===== src/rtl/cpu_pkg.sv =====
// Shared definitions for the PC/fetch sequencer: state encoding, opcode constants, defaults.
package cpu_pkg;

    typedef enum logic [2:0] {
        ST_IDLE  = 3'd0,
        ST_FETCH = 3'd1,
        ST_EXEC  = 3'd2,
        ST_HALT  = 3'd3,
        ST_FAULT = 3'd4
    } seq_state_e;

    localparam logic [31:0] RESET_PC_DEF    = 32'h0000_0000;
    localparam int unsigned PC_STEP_DEF     = 4;
    localparam int unsigned MEM_TIMEOUT_DEF = 16;

    // Major opcodes seen by decode; the sequencer itself only consumes is_halt.
    localparam logic [6:0] OPC_JAL   = 7'b110_1111;
    localparam logic [6:0] OPC_JALR  = 7'b110_0111;
    localparam logic [6:0] OPC_BRANCH = 7'b110_0011;
    localparam logic [6:0] OPC_HALT  = 7'b111_1111;

endpackage


===== src/rtl/next_pc_mux.sv =====
// Next-PC select (sequential step vs resolved jump target) and return-address generation.
module next_pc_mux #(
    parameter logic [31:0] PC_STEP = 32'd4
) (
    input  logic [31:0] pc_i,
    input  logic        valid_jump_i,
    input  logic [31:0] jump_target_i,
    output logic [31:0] next_pc_o,
    output logic [31:0] link_addr_o
);

    logic [31:0] seq_pc;

    // Sequential flow wraps modulo 2^32 by construction.
    assign seq_pc      = pc_i + PC_STEP;
    assign link_addr_o = seq_pc;
    assign next_pc_o   = valid_jump_i ? jump_target_i : seq_pc;

endmodule


===== src/rtl/pc_sequencer.sv =====
// PC register and FETCH -> EXEC -> UPDATE sequencer with imem handshake and fetch timeout.
// Optional build macro PC_ALIGN_CHECK_EN faults on a taken jump to a non word-aligned target.
module pc_sequencer
    import cpu_pkg::*;
#(
    parameter logic [31:0] RESET_PC    = RESET_PC_DEF,
    parameter int unsigned PC_STEP     = PC_STEP_DEF,
    parameter int unsigned MEM_TIMEOUT = MEM_TIMEOUT_DEF
) (
    input  logic        clk,
    input  logic        rst_n,
    input  logic        start,
    output logic        imem_req,
    output logic [31:0] imem_addr,
    input  logic        imem_ack,
    input  logic [31:0] imem_data,
    output logic [31:0] instr,
    output logic        instr_valid,
    input  logic        exec_done,
    input  logic        valid_jump,
    input  logic [31:0] jump_target,
    input  logic        is_link,
    input  logic        is_halt,
    output logic [31:0] link_addr,
    output logic        link_we,
    output logic [31:0] pc,
    output logic        halted,
    output logic        fault
);

    localparam int unsigned   TW      = $clog2(MEM_TIMEOUT + 1);
    localparam logic [TW-1:0] TO_LOAD = TW'(MEM_TIMEOUT - 1);

    seq_state_e state_q, state_d;

    logic [31:0]   pc_q, pc_d;
    logic [31:0]   instr_q, instr_d;
    logic          instr_valid_q, instr_valid_d;
    logic          link_we_q, link_we_d;
    logic [31:0]   link_addr_q, link_addr_d;
    logic          fault_q, fault_d;
    logic [TW-1:0] to_cnt_q, to_cnt_d;

    logic [31:0] next_pc_w;
    logic [31:0] link_addr_w;
    logic        timeout_hit;
    logic        misalign;

    next_pc_mux #(
        .PC_STEP (32'(PC_STEP))
    ) u_next_pc_mux (
        .pc_i          (pc_q),
        .valid_jump_i  (valid_jump),
        .jump_target_i (jump_target),
        .next_pc_o     (next_pc_w),
        .link_addr_o   (link_addr_w)
    );

`ifdef PC_ALIGN_CHECK_EN
    assign misalign = valid_jump && (jump_target[1:0] != 2'b00);
`else
    assign misalign = 1'b0;
`endif

    // Down-counter reloads outside FETCH; an ack on the terminal cycle still wins.
    assign timeout_hit = (state_q == ST_FETCH) && !imem_ack && (to_cnt_q == '0);

    always_ff @(posedge clk or negedge rst_n) begin
        if (!rst_n) begin
            state_q <= ST_IDLE;
        end else begin
            state_q <= state_d;
        end
    end

    always_comb begin
        state_d = state_q;
        case (state_q)
            ST_IDLE, ST_HALT, ST_FAULT: begin
                if (start) state_d = ST_FETCH;
            end
            ST_FETCH: begin
                if (imem_ack)         state_d = ST_EXEC;
                else if (timeout_hit) state_d = ST_FAULT;
            end
            ST_EXEC: begin
                if (exec_done) begin
                    if (is_halt)       state_d = ST_HALT;
                    else if (misalign) state_d = ST_FAULT;
                    else               state_d = ST_FETCH;
                end
            end
            default: state_d = ST_IDLE;
        endcase
    end

    always_comb begin
        imem_req = (state_q == ST_FETCH);
        halted   = (state_q == ST_HALT);
    end

    always_comb begin
        pc_d          = pc_q;
        instr_d       = instr_q;
        instr_valid_d = 1'b0;
        link_we_d     = 1'b0;
        link_addr_d   = link_addr_q;
        fault_d       = fault_q;
        to_cnt_d      = (state_q == ST_FETCH) ? to_cnt_q - 1'b1 : TO_LOAD;
        case (state_q)
            ST_IDLE, ST_HALT: begin
                if (start) pc_d = RESET_PC;
            end
            ST_FAULT: begin
                if (start) begin
                    pc_d    = RESET_PC;
                    fault_d = 1'b0;
                end
            end
            ST_FETCH: begin
                if (imem_ack) begin
                    instr_d       = imem_data;
                    instr_valid_d = 1'b1;
                end else if (timeout_hit) begin
                    fault_d = 1'b1;
                end
            end
            ST_EXEC: begin
                if (exec_done && !is_halt) begin
                    if (misalign) begin
                        fault_d = 1'b1;
                    end else begin
                        pc_d = next_pc_w;
                        if (is_link && valid_jump) begin
                            link_we_d   = 1'b1;
                            link_addr_d = link_addr_w;
                        end
                    end
                end
            end
            default: ;
        endcase
    end

    always_ff @(posedge clk or negedge rst_n) begin
        if (!rst_n) begin
            pc_q          <= RESET_PC;
            instr_q       <= '0;
            instr_valid_q <= 1'b0;
            link_we_q     <= 1'b0;
            link_addr_q   <= '0;
            fault_q       <= 1'b0;
            to_cnt_q      <= TO_LOAD;
        end else begin
            pc_q          <= pc_d;
            instr_q       <= instr_d;
            instr_valid_q <= instr_valid_d;
            link_we_q     <= link_we_d;
            link_addr_q   <= link_addr_d;
            fault_q       <= fault_d;
            to_cnt_q      <= to_cnt_d;
        end
    end

    assign imem_addr   = pc_q;
    assign pc          = pc_q;
    assign instr       = instr_q;
    assign instr_valid = instr_valid_q;
    assign link_we     = link_we_q;
    assign link_addr   = link_addr_q;
    assign fault       = fault_q;

endmodule


===== config.mk =====
export PLATFORM = sky130hd
export DESIGN_NAME = pc_sequencer
export DESIGN_NICKNAME = d
export VERILOG_FILES = /design/src/rtl/cpu_pkg.sv /design/src/rtl/next_pc_mux.sv /design/src/rtl/pc_sequencer.sv
export SDC_FILE = /design/constraint.sdc
export NUM_CORES = 1
export LEC_CHECK = 0
export CAP_MARGIN = 20
export CORE_UTILIZATION = 48
export DETAILED_ROUTE_END_ITERATION = 7
export PLACE_DENSITY = 0.86
export RECOVER_POWER = 100
export SLEW_MARGIN = 20
export SYNTH_ARGS = -nofsm -noshare
export SYNTH_HDL_FRONTEND = slang
export SYNTH_SLANG_ARGS = --single-unit

===== constraint.sdc =====
create_clock -name clk -period 6.4 [get_ports clk]
set_clock_uncertainty 0.05 [all_clocks]
set_input_delay 0.64 -clock clk [delete_from_list [all_inputs] [get_ports clk]]
set_output_delay 0.64 -clock clk [all_outputs]
set_load 0.005 [all_outputs]

After elaboration in Yosys (flattened, before gate mapping). Cells that the tools add are included.

Register bits: 107. Input port bits: 72. Output and inout bits: 133. Logic and storage cells: 57.

$add $sub $neg: 2. Eq/ne operators: 11. Muxes and demuxes: 20. Reduce and logical (&&, ||, !) cells: 16.

Operators by type and width (count): 2-to-1 mux 32 bit (3); one-hot mux 32 bit (2 select lines) (1); adder 32 x 3 -> 32 bit (second input constant) (1); 2-to-1 mux 3 bit (4); one-hot mux 3 bit (3 select lines) (1); AND reduction 3 bit (3); 2-to-1 mux 1 bit (8); != test 2 bit (second input constant) (4); equality test 3 x 2 -> 1 bit (second input constant) (2); zero test 5 bit (1); 2-to-1 mux 5 bit (1); subtractor 5 x 1 -> 5 bit (second input constant) (1); logical AND 1 bit (4); != test 2 x 1 -> 1 bit (second input constant) (2); AND reduction 4 bit (1); nonzero test 2 bit (2); equality test 3 x 1 -> 1 bit (second input constant) (1); equality test 3 bit (second input constant) (1); zero test 3 bit (1); != test 3 x 1 -> 1 bit (second input constant) (1); OR reduction 3 bit (1); zero test 1 bit (2); 2-to-1 mux 2 bit (1); one-hot mux 1 bit (2 select lines) (1); AND reduction 2 bit (1).

Longest topological paths before layout. Gate-level depths: netlist of the first run.

Depth in word-level cells: 6. Mapped depth: 7. Gate-level depth less buffers: 7.

Hierarchy. A second synthesis of the first run with hierarchy kept.

Cell total of the unflattened synthesis: 526. Area, all modules: 5664.2 um^2.

By module, submodules not included: pc_sequencer (instances 1, cells an instance 354, area each 4544.4 um^2, seq. area each 2682.6 um^2); next_pc_mux (instances 1, cells an instance 172, area each 1119.8 um^2, seq. area each 0.0 um^2).

Least setup slack after synthesis of the first run. OpenSTA, ideal clock, no wires.

Path type: register to register. From: register pc_q[2] (netlist: imem_addr[2]). To: register pc_q[24] (netlist: imem_addr[24]). Setup time: 0.126 ns. Arrival time: 1.934 ns. Required time: 6.224 ns. Setup slack: 4.290 ns. Stages on the path, launching flop included: 7. Cells stage by stage: dfrtp_1 > ha_1 > nand2_1 > nor3_1 > and4_1 > o21ai_0 > a221o_1.

Longest elaborated chain between the ends: 4.

RTL lines: start: declaration (line pc_sequencer.sv:36) `logic [31:0] pc_q, pc_d;`; start signal: assignment (line pc_sequencer.sv:155) `pc_q <= pc_d;`; adder 32 x 3 -> 32 bit (line next_pc_mux.sv:15) `assign seq_pc = pc_i + PC_STEP;`; 2-to-1 mux 32 bit (line next_pc_mux.sv:17) `assign next_pc_o = valid_jump_i ? jump_target_i : seq_pc;`; 2-to-1 mux 32 bit (line pc_sequencer.sv:129) `if (exec_done && !is_halt) begin`; one-hot mux 32 bit (2 select lines) (line pc_sequencer.sv:110) `case (state_q)`.

No other way between the ends. The select of a mux whose other input is x is not followed. A chain may end at the register's enable or synchronous reset.

==> flow_summary.html, run 1 <==
<table>
<tr><th>Metric</th><th>Value</th></tr>
<tr><th colspan="2">Worst setup path</th></tr>
<tr><td>Delay of the slowest critical-path stage</td><td>1.77 ns</td></tr>
<tr><td>Startpoint Class</td><td>input port</td></tr>
<tr><td>Data required, critical path</td><td>6.53 ns</td></tr>
<tr><td>CP endpoint kind</td><td>async pin</td></tr>
<tr><td>Critical path class</td><td>in -&gt; async</td></tr>
<tr><td>Cells along the critical path</td><td>clkbuf_1, clkbuf_2</td></tr>
<tr><td>Cell family contributing the most delay on the critical path</td><td>buffers and inverters</td></tr>
<tr><td>Arrival time at the worst endpoint</td><td>3.84 ns</td></tr>
<tr><td>CP max stage cell</td><td>clkbuf_1</td></tr>
<tr><td>Maximum fanout encountered on the critical timing path</td><td>62</td></tr>
<tr><td>Number of buffer and inverter instances along the worst setup path</td><td>2</td></tr>
<tr><th colspan="2">Synthesis</th></tr>
<tr><td>Sequential cell area fraction in the yosys report</td><td>49.3%</td></tr>
<tr><td>Syn_area_per_cell</td><td>9.90 um^2</td></tr>
<tr><td>Number of unique standard cell types used by synthesis</td><td>50</td></tr>
<tr><td>Share of async-settable or async-resettable flops after synthesis</td><td>100%</td></tr>
<tr><td>Dominant register cell in the synthesized netlist</td><td>dfrtp_1</td></tr>
<tr><td>Number of nets in the synthesized netlist</td><td>624</td></tr>
<tr><td>Total number of yosys warnings</td><td>0</td></tr>
<tr><td>Number of storage elements in the synthesis netlist</td><td>107</td></tr>
<tr><td>Post-synthesis instance area</td><td>5450 um^2</td></tr>
<tr><td>Number of enable-type register cells in the synthesized netlist</td><td>0</td></tr>
<tr><td>Cells after synthesis</td><td>550</td></tr>
<tr><th colspan="2">GRT</th></tr>
<tr><td>Initial antenna violation count</td><td>0</td></tr>
<tr><td>Maximum number of pins on one net before global-route repair</td><td>64</td></tr>
<tr><td>Aggregate global routing overflow</td><td>0</td></tr>
<tr><td>Via count of the first global-routing pass</td><td>4,757</td></tr>
<tr><td>Overall fraction of global-route tracks in use</td><td>26.2%</td></tr>
<tr><td>Global-route wire length before repair</td><td>23.7 mm</td></tr>
<tr><th colspan="2">STA</th></tr>
<tr><td>Final Hold Viols</td><td>0</td></tr>
<tr><td>Final max-slew violation count</td><td>144</td></tr>
<tr><td>Period utilisation layout</td><td>57.9%</td></tr>
<tr><td>Highest achievable clock rate</td><td>270 MHz</td></tr>
<tr><td>Tightest Pin Transition</td><td>2.54 ns</td></tr>
<tr><td>Post-layout minimum cycle time</td><td>3.70 ns</td></tr>
<tr><td>Fin worst setup slack</td><td>2.70 ns</td></tr>
<tr><td>Headroom to the max-slew limit</td><td>-69.6%</td></tr>
<tr><td>Final setup fails</td><td>0</td></tr>
<tr><td>Final total negative setup slack</td><td>0 ns</td></tr>
<tr><td>Setup repair after global routing missed its margin</td><td>false</td></tr>
<tr><th colspan="2">Cells and area</th></tr>
<tr><td>Area of the multi-input gates</td><td>2310 um^2</td></tr>
<tr><td>Cell Count, Final, Fillers Out</td><td>848</td></tr>
<tr><td>Fraction of final layout cells sized beyond drive strength 1</td><td>9.18%</td></tr>
<tr><td>Most common library cell in the layout ignoring fill and taps</td><td>dlygate4sd3_1</td></tr>
<tr><td>Core occupancy in the finished layout</td><td>69.5%</td></tr>
<tr><td>Area growth, synth to finish</td><td>39.5%</td></tr>
<tr><td>Number of nets in the finished design</td><td>777</td></tr>
<tr><td>Storage element area</td><td>2680 um^2</td></tr>
<tr><td>Most used cells in the layout excluding fill and tap cells</td><td>134 x dlygate4sd3_1, 103 x dfrtp_1, 68 x clkdlybuf4s50_1, 54 x nor2_1, 52 x a21oi_1</td></tr>
<tr><td>Filler instances</td><td>858</td></tr>
<tr><td>Diode count</td><td>0</td></tr>
<tr><th colspan="2">Flow run</th></tr>
<tr><td>Count of maximum capacitance violations</td><td>3</td></tr>
<tr><th colspan="2">CTS</th></tr>
<tr><td>Clk root buf</td><td>clkbuf_16</td></tr>
<tr><td>Total number of clock tree sinks</td><td>107</td></tr>
<tr><td>Quantity of gates resized following cts</td><td>0</td></tr>
<tr><td>Max Buffers Root-to-Sink</td><td>2</td></tr>
<tr><td>Post-CTS setup-driven buffer insertion count</td><td>0</td></tr>
<tr><td>Worst-path clk slew</td><td>0.07 ns</td></tr>
<tr><td>Worst-Skew Late Latency</td><td>0.34 ns</td></tr>
<tr><td>Cts bufs inserted</td><td>9</td></tr>
<tr><td>Clock tree from TritonCTS</td><td>built</td></tr>
<tr><td>Number of hold buffers added after CTS</td><td>0</td></tr>
<tr><td>Number of levels in the clock H-tree</td><td>3</td></tr>
<tr><th colspan="2">Floorplan</th></tr>
<tr><td>Die Footprint</td><td>11,800 um^2</td></tr>
<tr><td>Chip Width</td><td>109 um</td></tr>
<tr><td>Number of primary I/O pins</td><td>205</td></tr>
<tr><td>Initial core utilization</td><td>49.8%</td></tr>
<tr><td>Total number of placement rows</td><td>38</td></tr>
<tr><td>Vert. Die Dim</td><td>109 um</td></tr>
<tr><td>Core area</td><td>10,900 um^2</td></tr>
<tr><th colspan="2">Placement</th></tr>
<tr><td>Setup slack after placement</td><td>3.17 ns</td></tr>
<tr><td>Count of buffers from port buffering</td><td>204</td></tr>
<tr><td>Final weighted congestion in routability-driven placement</td><td>0.843</td></tr>
<tr><td>DPL Wire Length</td><td>10.8 mm</td></tr>
<tr><td>Placed instance count</td><td>831</td></tr>
<tr><th colspan="2">Routing</th></tr>
<tr><td>Routed via count</td><td>4,834</td></tr>
<tr><td>Drc violations</td><td>0</td></tr>
<tr><td>Wire length per cell after detailed routing</td><td>17.8 um</td></tr>
<tr><td>Average vias per placed instance</td><td>5.70</td></tr>
<tr><td>Total detailed-routing wirelength</td><td>15.1 mm</td></tr>
<tr><td>Number of routed nets with antenna violations</td><td>0</td></tr>
<tr><td>Drt pass-1 iters</td><td>5</td></tr>
<tr><td>DRC marker count from the first detailed-route iteration</td><td>293</td></tr>
<tr><th colspan="2">Pwr</th></tr>
<tr><td>Max rail drop VDD</td><td>0.210 mV</td></tr>
<tr><td>Total leakage power</td><td>3.37 nW</td></tr>
<tr><td>Power Density</td><td>361 nW/um^2</td></tr>
<tr><th colspan="2">Status</th></tr>
<tr><td>Outcome</td><td>finished, violations left</td></tr>
<tr><td>Violations in the final reports</td><td>capacitance limit, slew limit</td></tr>
<tr><th colspan="2">Min path</th></tr>
<tr><td>Classification of the worst-slack hold path</td><td>reg -&gt; reg</td></tr>
</table>
-- cell families after synthesis --
logic type               synth area share [%]
AO/OA/AOI/OAI                            14.7
XOR/XNOR                                 4.66
adder cells (fa/ha/maj)                 0.459
buffers and inverters                    8.29
flip-flops                               49.3
multiplexers                             8.02
AND/OR/NAND/NOR                          14.6
-- final cells by class --
cell class / instances / share of cell area (%)
Inverter: 17 / 0.840
Timing Repair Buffer: 208 / 27.0
Multi-Input combinational cell: 360 / 30.5
Tap cell: 140 / 2.31
Sequential cell: 107 / 35.3
Clock inverter: 5 / 1.02
Clock buffer: 11 / 3.06
-- power breakdown --
| group | internal (mW) | total, mW | switching (mW) |
|---|---|---|---|
| logic | 0.620 | 1.04 | 0.422 |
| registers | 0.924 | 1.12 | 0.194 |
| clock network | 0.342 | 0.586 | 0.243 |
-- path summary, 6_finish.rpt --
path / start / end / slack (ns) / depth (start not counted)
worst max register to register: state_q[0] / link_addr[30] / 3.09 / 4
worst max-delay path: rst_n / instr[16] / 2.70 / 2
max in group clk: exec_done / link_addr[30] / 2.89 / 5
min in group asynchronous: rst_n / link_addr[17] / 1.03 / 1
worst min register to register: to_cnt_q[0] / to_cnt_q[0] / 0.41 / 1
worst min-delay path: to_cnt_q[0] / to_cnt_q[0] / 0.41 / 1
-- synthesized netlist by cell type, drive strengths merged (3+ instances only) --
cell type / n / area (um^2)
buf: 44 / 305
dfstp: 4 / 105
dfrtp: 103 / 2580
a21o: 3 / 22.5
or3: 3 / 18.8
nand2: 26 / 97.6
xor2: 9 / 78.8
o31a: 8 / 70.1
a22oi: 7 / 52.6
nand3: 15 / 75.1
nor2: 55 / 206
nor3: 12 / 60.1
a21oi: 52 / 260
nor4: 8 / 65.1
nand4: 11 / 83.8
and3: 8 / 50.1
clkbuf: 22 / 82.6
nand2b: 4 / 32.5
nor3b: 4 / 35.0
and4: 3 / 26.3
a32oi: 4 / 35.0
o22ai: 9 / 56.3
inv: 17 / 63.8
mux2: 37 / 417
xnor2: 20 / 175
o21ai: 40 / 200
-- sequential cells by signal, indices dropped and copies added (netlist names) --
| name | flops |
|---|---|
| fault | 1 |
| imem_addr | 32 |
| instr | 32 |
| instr_valid | 1 |
| link_addr | 32 |
| link_we | 1 |
| state_q | 3 |
| to_cnt_q | 5 |
-- stage by stage --
| step | hold slack, ns | power (mW) | area, um^2 |
|---|---|---|---|
| 2_1_floorplan | 0.294 | 1.60 | 5450 |
| 3_3_place_gp | 0.384 | 2.23 | 7290 |
| 3_5_place_dp | 0.392 | 2.28 | 7290 |
| 4_1_cts | 0.271 | 2.88 | 7600 |
| 5_1_grt | 0.433 | 2.91 | 7600 |
| 6_report | 0.408 | 2.74 | 7600 |
-- per-layer routing --
layer	share of wire, %	GRT usage, %	vias to the layer above
met5	0	0	-
met4	1.8	8.88	0
met3	11	8.08	25
met2	49	44.1	272
met1	39	31.8	2312
li1	-	-	2225
(Power assumes the default switching activity.)
==> run 2, diff against run 1 <==
--- a/config.mk
+++ b/config.mk
@@ -6,9 +6,9 @@
 export NUM_CORES = 1
 export LEC_CHECK = 0
 export CAP_MARGIN = 20
-export CORE_UTILIZATION = 48
+export CORE_UTILIZATION = 45
 export DETAILED_ROUTE_END_ITERATION = 7
-export PLACE_DENSITY = 0.86
+export PLACE_DENSITY = 0.81
 export RECOVER_POWER = 100
 export SLEW_MARGIN = 20
 export SYNTH_ARGS = -nofsm -noshare
==> constraint.sdc (replaced) <==
create_clock -name clk -period 3.6 [get_ports clk]
set_clock_uncertainty 0.05 [all_clocks]
set_input_delay 0.36 -clock clk [delete_from_list [all_inputs] [get_ports clk]]
set_output_delay 0.36 -clock clk [all_outputs]
set_load 0.005 [all_outputs]
==> flow_summary.html, run 2 (synthesis results as in run 1) <==
<table>
<tr><th>Metric</th><th>Value</th></tr>
<tr><th colspan="2">Cells and area</th></tr>
<tr><td>Area growth, synth to finish</td><td>39.2% (was 39.5%)</td></tr>
<tr><td>Core occupancy in the finished layout</td><td>65.3% (was 69.5%)</td></tr>
<tr><td>Most common library cell in the layout ignoring fill and taps</td><td>dlygate4sd3_1 (unchanged)</td></tr>
<tr><td>Design Area, Final</td><td>7580 um^2 (was 7600 um^2)</td></tr>
<tr><td>Fraction of final layout cells sized beyond drive strength 1</td><td>9.15% (was 9.18%)</td></tr>
<tr><td>Diode count</td><td>0 (unchanged)</td></tr>
<tr><td>Most used cells in the layout excluding fill and tap cells</td><td>133 x dlygate4sd3_1, 103 x dfrtp_1, 69 x clkdlybuf4s50_1, 54 x nor2_1, 52 x a21oi_1 (was 134 x dlygate4sd3_1, 103 x dfrtp_1, 68 x clkdlybuf4s50_1, 54 x nor2_1, 52 x a21oi_1)</td></tr>
<tr><td>Number of nets in the finished design</td><td>779 (was 777)</td></tr>
<tr><th colspan="2">GRT</th></tr>
<tr><td>Met3 Use GR</td><td>7.19% (was 8.08%)</td></tr>
<tr><td>Overall fraction of global-route tracks in use</td><td>25.2% (was 26.2%)</td></tr>
<tr><td>Met2 routing resource usage after global routing</td><td>41.8% (was 44.1%)</td></tr>
<tr><td>Maximum number of pins on one net before global-route repair</td><td>76 (was 64)</td></tr>
<tr><td>Global-route wire length before repair</td><td>24.8 mm (was 23.7 mm)</td></tr>
<tr><td>Aggregate global routing overflow</td><td>0 (unchanged)</td></tr>
<tr><td>Global Route met1 Usage</td><td>30.7% (was 31.8%)</td></tr>
<tr><td>Initial antenna violation count</td><td>0 (unchanged)</td></tr>
<tr><td>GRT Max-Usage Layer</td><td>met2 (unchanged)</td></tr>
<tr><td>Via count of the first global-routing pass</td><td>4,827 (was 4,757)</td></tr>
<tr><th colspan="2">Worst setup path</th></tr>
<tr><td>FF-to-FF path depth</td><td>4 (unchanged)</td></tr>
<tr><td>Critical path class</td><td>reg -&gt; reg (was in -&gt; async)</td></tr>
<tr><td>Data required, critical path</td><td>3.81 ns (was 6.53 ns)</td></tr>
<tr><td>CP endpoint kind</td><td>flip-flop (was async pin)</td></tr>
<tr><td>Arrival time at the worst endpoint</td><td>3.09 ns (was 3.84 ns)</td></tr>
<tr><td>Startpoint Class</td><td>flip-flop (was input port)</td></tr>
<tr><td>Maximum fanout encountered on the critical timing path</td><td>39 (was 62)</td></tr>
<tr><th colspan="2">Pwr</th></tr>
<tr><td>Logic gate share of total power</td><td>38.3% (was 37.9%)</td></tr>
<tr><td>Design Power</td><td>4.79 mW (was 2.74 mW)</td></tr>
<tr><td>Switch Pwr</td><td>1.51 mW (was 0.859 mW)</td></tr>
<tr><td>Portion of total power attributed to the clock network</td><td>20.2% (was 21.3%)</td></tr>
<tr><td>Switching part of the total power</td><td>31.6% (was 31.3%)</td></tr>
<tr><td>Proportion of power drawn by flip-flops and latches</td><td>41.5% (was 40.7%)</td></tr>
<tr><td>Power Internal</td><td>3.28 mW (was 1.89 mW)</td></tr>
<tr><td>Power Density</td><td>632 nW/um^2 (was 361 nW/um^2)</td></tr>
<tr><td>Total leakage power</td><td>3.37 nW (about the same)</td></tr>
<tr><td>Max rail drop VDD</td><td>0.425 mV (was 0.210 mV)</td></tr>
<tr><th colspan="2">STA</th></tr>
<tr><td>Fin worst setup slack</td><td>0.722 ns (was 2.70 ns)</td></tr>
<tr><td>Final max-slew violation count</td><td>76 (was 144)</td></tr>
<tr><td>Tightest Pin Transition</td><td>1.90 ns (was 2.54 ns)</td></tr>
<tr><td>Final setup fails</td><td>0 (unchanged)</td></tr>
<tr><td>Final Hold Viols</td><td>0 (unchanged)</td></tr>
<tr><td>Highest achievable clock rate</td><td>347 MHz</td></tr>
<tr><td>Period utilisation layout</td><td>79.9%</td></tr>
<tr><td>Final total negative setup slack</td><td>0 ns (unchanged)</td></tr>
<tr><td>Headroom to the max-slew limit</td><td>-26.4% (was -69.6%)</td></tr>
<tr><td>Setup repair after global routing missed its margin</td><td>false (unchanged)</td></tr>
<tr><td>Post-layout minimum cycle time</td><td>2.88 ns</td></tr>
<tr><th colspan="2">CTS</th></tr>
<tr><td>Quantity of gates resized following cts</td><td>0 (unchanged)</td></tr>
<tr><td>Post-CTS setup-driven buffer insertion count</td><td>0 (unchanged)</td></tr>
<tr><td>Number of hold buffers added after CTS</td><td>0 (unchanged)</td></tr>
<tr><td>Worst-path clk slew</td><td>0.07 ns (about the same)</td></tr>
<tr><td>Clk root buf</td><td>clkbuf_16 (unchanged)</td></tr>
<tr><td>Total number of clock tree sinks</td><td>107 (unchanged)</td></tr>
<tr><td>Max Buffers Root-to-Sink</td><td>2 (unchanged)</td></tr>
<tr><td>Cts bufs inserted</td><td>9 (unchanged)</td></tr>
<tr><td>Number of levels in the clock H-tree</td><td>3 (unchanged)</td></tr>
<tr><td>Worst-Skew Late Latency</td><td>0.34 ns (about the same)</td></tr>
<tr><td>Clock tree from TritonCTS</td><td>built (unchanged)</td></tr>
<tr><th colspan="2">Placement</th></tr>
<tr><td>DPL Wire Length</td><td>10.9 mm (was 10.8 mm)</td></tr>
<tr><td>Setup slack after placement</td><td>1.06 ns (was 3.17 ns)</td></tr>
<tr><td>Count of buffers from port buffering</td><td>204 (unchanged)</td></tr>
<tr><td>DP Area</td><td>7320 um^2 (was 7290 um^2)</td></tr>
<tr><td>Final weighted congestion in routability-driven placement</td><td>0.822 (was 0.843)</td></tr>
<tr><th colspan="2">Routing</th></tr>
<tr><td>Wire length per cell after detailed routing</td><td>17.7 um (was 17.8 um)</td></tr>
<tr><td>Average vias per placed instance</td><td>5.57 (was 5.70)</td></tr>
<tr><td>Total detailed-routing wirelength</td><td>15.1 mm (about the same)</td></tr>
<tr><td>Number of routed nets with antenna violations</td><td>0 (unchanged)</td></tr>
<tr><td>Drt pass-1 iters</td><td>8 (was 5)</td></tr>
<tr><td>Drc violations</td><td>12 (was 0)</td></tr>
<tr><td>DRC marker count from the first detailed-route iteration</td><td>347 (was 293)</td></tr>
<tr><td>Routed via count</td><td>4,748 (was 4,834)</td></tr>
<tr><th colspan="2">Status</th></tr>
<tr><td>Violations in the final reports</td><td>DRC, capacitance limit, slew limit (was capacitance limit, slew limit)</td></tr>
<tr><td>Outcome</td><td>finished, violations left (unchanged)</td></tr>
<tr><th colspan="2">Floorplan</th></tr>
<tr><td>Number of primary I/O pins</td><td>205 (unchanged)</td></tr>
<tr><td>Die Footprint</td><td>12,500 um^2 (was 11,800 um^2)</td></tr>
<tr><td>Chip Width</td><td>112 um (was 109 um)</td></tr>
<tr><td>Initial core utilization</td><td>46.9% (was 49.8%)</td></tr>
<tr><td>Total number of placement rows</td><td>39 (was 38)</td></tr>
<tr><td>Core area</td><td>11,600 um^2 (was 10,900 um^2)</td></tr>
<tr><td>Vert. Die Dim</td><td>112 um (was 109 um)</td></tr>
<tr><th colspan="2">Min path</th></tr>
<tr><td>Classification of the worst-slack hold path</td><td>in -&gt; reg (was reg -&gt; reg)</td></tr>
<tr><td>Number of cells on the worst hold path</td><td>3 (was 1)</td></tr>
<tr><th colspan="2">Flow run</th></tr>
<tr><td>Count of maximum capacitance violations</td><td>1 (was 3)</td></tr>
</table>
[run 2: through the flow]
| stage | cells | hold slack (ns) |
|---|---|---|
| floorplan | 550 | 0.0144 |
| global placement | 837 | 0.386 |
| detailed placement | 837 | 0.392 |
| CTS | 853 | 0.155 |
| global route | 853 | 0.404 |
| finish | 853 | 0.377 |
[run 2: per-layer routing]
| layer | up-vias | part of all wire, % |
|---|---|---|
| met3 | 18 | 9.2 |
| met5 | - | 0 |
| met4 | 0 | 1.8 |
| met1 | 2274 | 40 |
| li1 | 2222 | - |
| met2 | 234 | 49 |
[run 2: power groups by stage]
stage               sequential (mW)  combinational, mW  clock [mW]
floorplan                      1.97              0.874           0
global placement               2.00               1.97           0
detailed placement             2.03               2.03           0
CTS                            2.02               2.04       0.989
global route                   2.06               2.01        1.04
finish                         1.99               1.83       0.969
[run 2: final timing paths]
| check | from | to | slack (ns) |
|---|---|---|---|
| max | state_q[0] | link_addr[2] | 0.72 |
| min | valid_jump | imem_addr[0] | 0.38 |
| max reg2reg | state_q[0] | link_addr[2] | 0.72 |
| min reg2reg | to_cnt_q[0] | to_cnt_q[0] | 0.40 |
| max in group asynchronous | rst_n | instr[15] | 1.32 |
| min in group asynchronous | rst_n | link_addr[20] | 0.46 |
[run 2: cell type report]
cell class,instances,area [um^2]
fill,945,4030
sequential,107,2680
multi-input combinational,360,2310
timing repair buffer,210,2070
clock buffer,13,240
tap,143,179
inverter,17,63.8
clock inverter,3,40.0
[run 2: critical path, cell delays in order (launching register included)]
cell and delay, ns:
dfrtp_1 0.50, nor3b_1 0.66, and4_1 0.86, buf_4 0.48, mux2i_1 0.25
==> run 3, diff against run 2 <==
==> constraint.sdc (replaced) <==
create_clock -name clk -period 2.68 [get_ports clk]
set_clock_uncertainty 0.05 [all_clocks]
set_input_delay 0.268 -clock clk [delete_from_list [all_inputs] [get_ports clk]]
set_output_delay 0.268 -clock clk [all_outputs]
set_load 0.005 [all_outputs]
==> flow_summary.html, run 3 (synthesis results as in run 1) <==
<table>
<tr><th>Metric</th><th>Value</th></tr>
<tr><th colspan="2">STA</th></tr>
<tr><td>Tightest Pin Transition</td><td>1.50 ns (was 1.90 ns)</td></tr>
<tr><td>Final Hold Viols</td><td>0 (unchanged)</td></tr>
<tr><td>Period utilisation layout</td><td>93.8%</td></tr>
<tr><td>Hold_ws</td><td>0.188 ns (was 0.377 ns)</td></tr>
<tr><td>Headroom to the max-slew limit</td><td>-0.00180% (was -26.4%)</td></tr>
<tr><td>Final max-slew violation count</td><td>5 (was 76)</td></tr>
<tr><td>Highest achievable clock rate</td><td>398 MHz</td></tr>
<tr><td>Final total negative setup slack</td><td>0 ns (unchanged)</td></tr>
<tr><td>Final setup fails</td><td>0 (unchanged)</td></tr>
<tr><td>Setup repair after global routing missed its margin</td><td>false (unchanged)</td></tr>
<tr><td>Post-layout minimum cycle time</td><td>2.51 ns</td></tr>
<tr><th colspan="2">CTS</th></tr>
<tr><td>Post-CTS setup-driven buffer insertion count</td><td>0 (unchanged)</td></tr>
<tr><td>Total number of clock tree sinks</td><td>107 (unchanged)</td></tr>
<tr><td>Number of levels in the clock H-tree</td><td>3 (unchanged)</td></tr>
<tr><td>Cts bufs inserted</td><td>9 (unchanged)</td></tr>
<tr><td>Clk root buf</td><td>clkbuf_16 (unchanged)</td></tr>
<tr><td>Worst-Skew Late Latency</td><td>0.35 ns (was 0.34 ns)</td></tr>
<tr><td>Clock tree from TritonCTS</td><td>built (unchanged)</td></tr>
<tr><td>Max Buffers Root-to-Sink</td><td>2 (unchanged)</td></tr>
<tr><td>Worst-path clk slew</td><td>0.07 ns (about the same)</td></tr>
<tr><th colspan="2">Routing</th></tr>
<tr><td>Drt pass-1 iters</td><td>8 (unchanged)</td></tr>
<tr><td>Number of routed nets with antenna violations</td><td>0 (unchanged)</td></tr>
<tr><td>Drc violations</td><td>12 (unchanged)</td></tr>
<tr><td>Average vias per placed instance</td><td>5.66 (was 5.57)</td></tr>
<tr><td>DRC marker count from the first detailed-route iteration</td><td>356 (was 347)</td></tr>
<tr><td>Total detailed-routing wirelength</td><td>15.8 mm (was 15.1 mm)</td></tr>
<tr><td>Wire length per cell after detailed routing</td><td>18.2 um (was 17.7 um)</td></tr>
<tr><td>Routed via count</td><td>4,907 (was 4,748)</td></tr>
<tr><th colspan="2">Floorplan</th></tr>
<tr><td>Initial core utilization</td><td>46.9% (unchanged)</td></tr>
<tr><td>Core area</td><td>11,600 um^2 (unchanged)</td></tr>
<tr><td>Total number of placement rows</td><td>39 (unchanged)</td></tr>
<tr><td>Vert. Die Dim</td><td>112 um (unchanged)</td></tr>
<tr><td>Number of primary I/O pins</td><td>205 (unchanged)</td></tr>
<tr><td>Chip Width</td><td>112 um (unchanged)</td></tr>
<tr><td>Die Footprint</td><td>12,500 um^2 (unchanged)</td></tr>
<tr><th colspan="2">Cells and area</th></tr>
<tr><td>Core occupancy in the finished layout</td><td>66.1% (was 65.3%)</td></tr>
<tr><td>Area growth, synth to finish</td><td>40.9% (was 39.2%)</td></tr>
<tr><td>Fraction of final layout cells sized beyond drive strength 1</td><td>10.5% (was 9.15%)</td></tr>
<tr><td>Most used cells in the layout excluding fill and tap cells</td><td>129 x dlygate4sd3_1, 103 x dfrtp_1, 74 x clkdlybuf4s50_1, 55 x nor2_1, 52 x a21oi_1 (was 133 x dlygate4sd3_1, 103 x dfrtp_1, 69 x clkdlybuf4s50_1, 54 x nor2_1, 52 x a21oi_1)</td></tr>
<tr><td>Diode count</td><td>0 (unchanged)</td></tr>
<tr><td>Number of nets in the finished design</td><td>793 (was 779)</td></tr>
<tr><td>Design Area, Final</td><td>7670 um^2 (was 7580 um^2)</td></tr>
<tr><td>Most common library cell in the layout ignoring fill and taps</td><td>dlygate4sd3_1 (unchanged)</td></tr>
<tr><th colspan="2">Worst setup path</th></tr>
<tr><td>Critical path class</td><td>reg -&gt; out (was reg -&gt; reg)</td></tr>
<tr><td>Arrival time at the worst endpoint</td><td>2.20 ns (was 3.09 ns)</td></tr>
<tr><td>Data required, critical path</td><td>2.36 ns (was 3.81 ns)</td></tr>
<tr><td>Maximum fanout encountered on the critical timing path</td><td>11 (was 39)</td></tr>
<tr><td>Startpoint Class</td><td>flip-flop (unchanged)</td></tr>
<tr><td>CP endpoint kind</td><td>primary output (was flip-flop)</td></tr>
<tr><th colspan="2">GRT</th></tr>
<tr><td>Overall fraction of global-route tracks in use</td><td>26.1% (was 25.2%)</td></tr>
<tr><td>Maximum number of pins on one net before global-route repair</td><td>61 (was 76)</td></tr>
<tr><td>Aggregate global routing overflow</td><td>0 (unchanged)</td></tr>
<tr><td>Via count of the first global-routing pass</td><td>5,126 (was 4,827)</td></tr>
<tr><td>Global-route wire length before repair</td><td>25.7 mm (was 24.8 mm)</td></tr>
<tr><td>Initial antenna violation count</td><td>1 (was 0)</td></tr>
<tr><th colspan="2">Pwr</th></tr>
<tr><td>Power Density</td><td>852 nW/um^2 (was 632 nW/um^2)</td></tr>
<tr><td>Max rail drop VDD</td><td>0.572 mV (was 0.425 mV)</td></tr>
<tr><td>Total leakage power</td><td>3.39 nW (was 3.37 nW)</td></tr>
<tr><td>Design Power</td><td>6.53 mW (was 4.79 mW)</td></tr>
<tr><th colspan="2">Status</th></tr>
<tr><td>Violations in the final reports</td><td>DRC, slew limit (was DRC, capacitance limit, slew limit)</td></tr>
<tr><td>Outcome</td><td>finished, violations left (unchanged)</td></tr>
<tr><th colspan="2">Placement</th></tr>
<tr><td>DP Area</td><td>7430 um^2 (was 7320 um^2)</td></tr>
<tr><td>Final weighted congestion in routability-driven placement</td><td>0.901 (was 0.822)</td></tr>
<tr><td>DPL Wire Length</td><td>11.4 mm (was 10.9 mm)</td></tr>
<tr><td>Count of buffers from port buffering</td><td>204 (unchanged)</td></tr>
<tr><th colspan="2">Flow run</th></tr>
<tr><td>Count of maximum capacitance violations</td><td>0 (was 1)</td></tr>
<tr><th colspan="2">Min path</th></tr>
<tr><td>Classification of the worst-slack hold path</td><td>in -&gt; async (was in -&gt; reg)</td></tr>
</table>
## run 3: what timing repair did
item	CTS	global route
resized for setup	0	0
hold endpoints to repair	1	0
hold buffers	1	0
## run 3: power breakdown
part	switching, mW	total (mW)	internal (mW)
logic	1.04	2.54	1.50
clock network	0.608	1.36	0.751
registers	0.433	2.64	2.20
total	2.08	6.53	4.45
## run 3: stage by stage
| step | setup WS [ns] | cells |
|---|---|---|
| after floorplan | 0.570 | 550 |
| after global placement | 0.540 | 850 |
| after detailed placement | 0.410 | 850 |
| after CTS | 0.140 | 867 |
| after global routing | 0.0269 | 867 |
| final | 0.165 | 867 |
## run 3: worst paths after layout
kind	from	endpoint	slack, ns	cells after the start
setup reg to reg	state_q[0]	imem_addr[17]	0.24	6
hold reg to reg	to_cnt_q[0]	to_cnt_q[0]	0.41	1
hold / removal	rst_n	link_addr[21]	0.19	2
max in group asynchronous	rst_n	state_q[2]	0.73	3
setup / recovery	state_q[0]	imem_req	0.17	4
min in group clk	valid_jump	imem_addr[26]	0.39	3
## run 3: routing by layer
layer	track usage [%]	wire (um)	part of all wire [%]	up-vias
li1	-	-	-	2254
met1	31.0	6100	39	2364
met2	44.1	7740	49	251
met3	7.40	1550	9.8	36
met4	11.7	350	2.2	2
met5	0	16	0.10	-
## run 3: worst max-delay path, stage by stage (launching register included)
cell             delay, ns
dfrtp_1               0.53
inv_1                 0.13
or3_1                 0.44
inv_1                 0.19
clkdlybuf4s50_1       0.56
## run 3: cell type report
| class | instances | area, um^2 |
|---|---|---|
| Fill cell | 946 | 3940 |
| Clock buffer | 10 | 239 |
| Clock inverter | 6 | 63.8 |
| Multi-Input combinational cell | 360 | 2300 |
| Inverter | 17 | 63.8 |
| Timing Repair Buffer | 224 | 2150 |
| Tap cell | 143 | 179 |
| Sequential cell | 107 | 2680 |
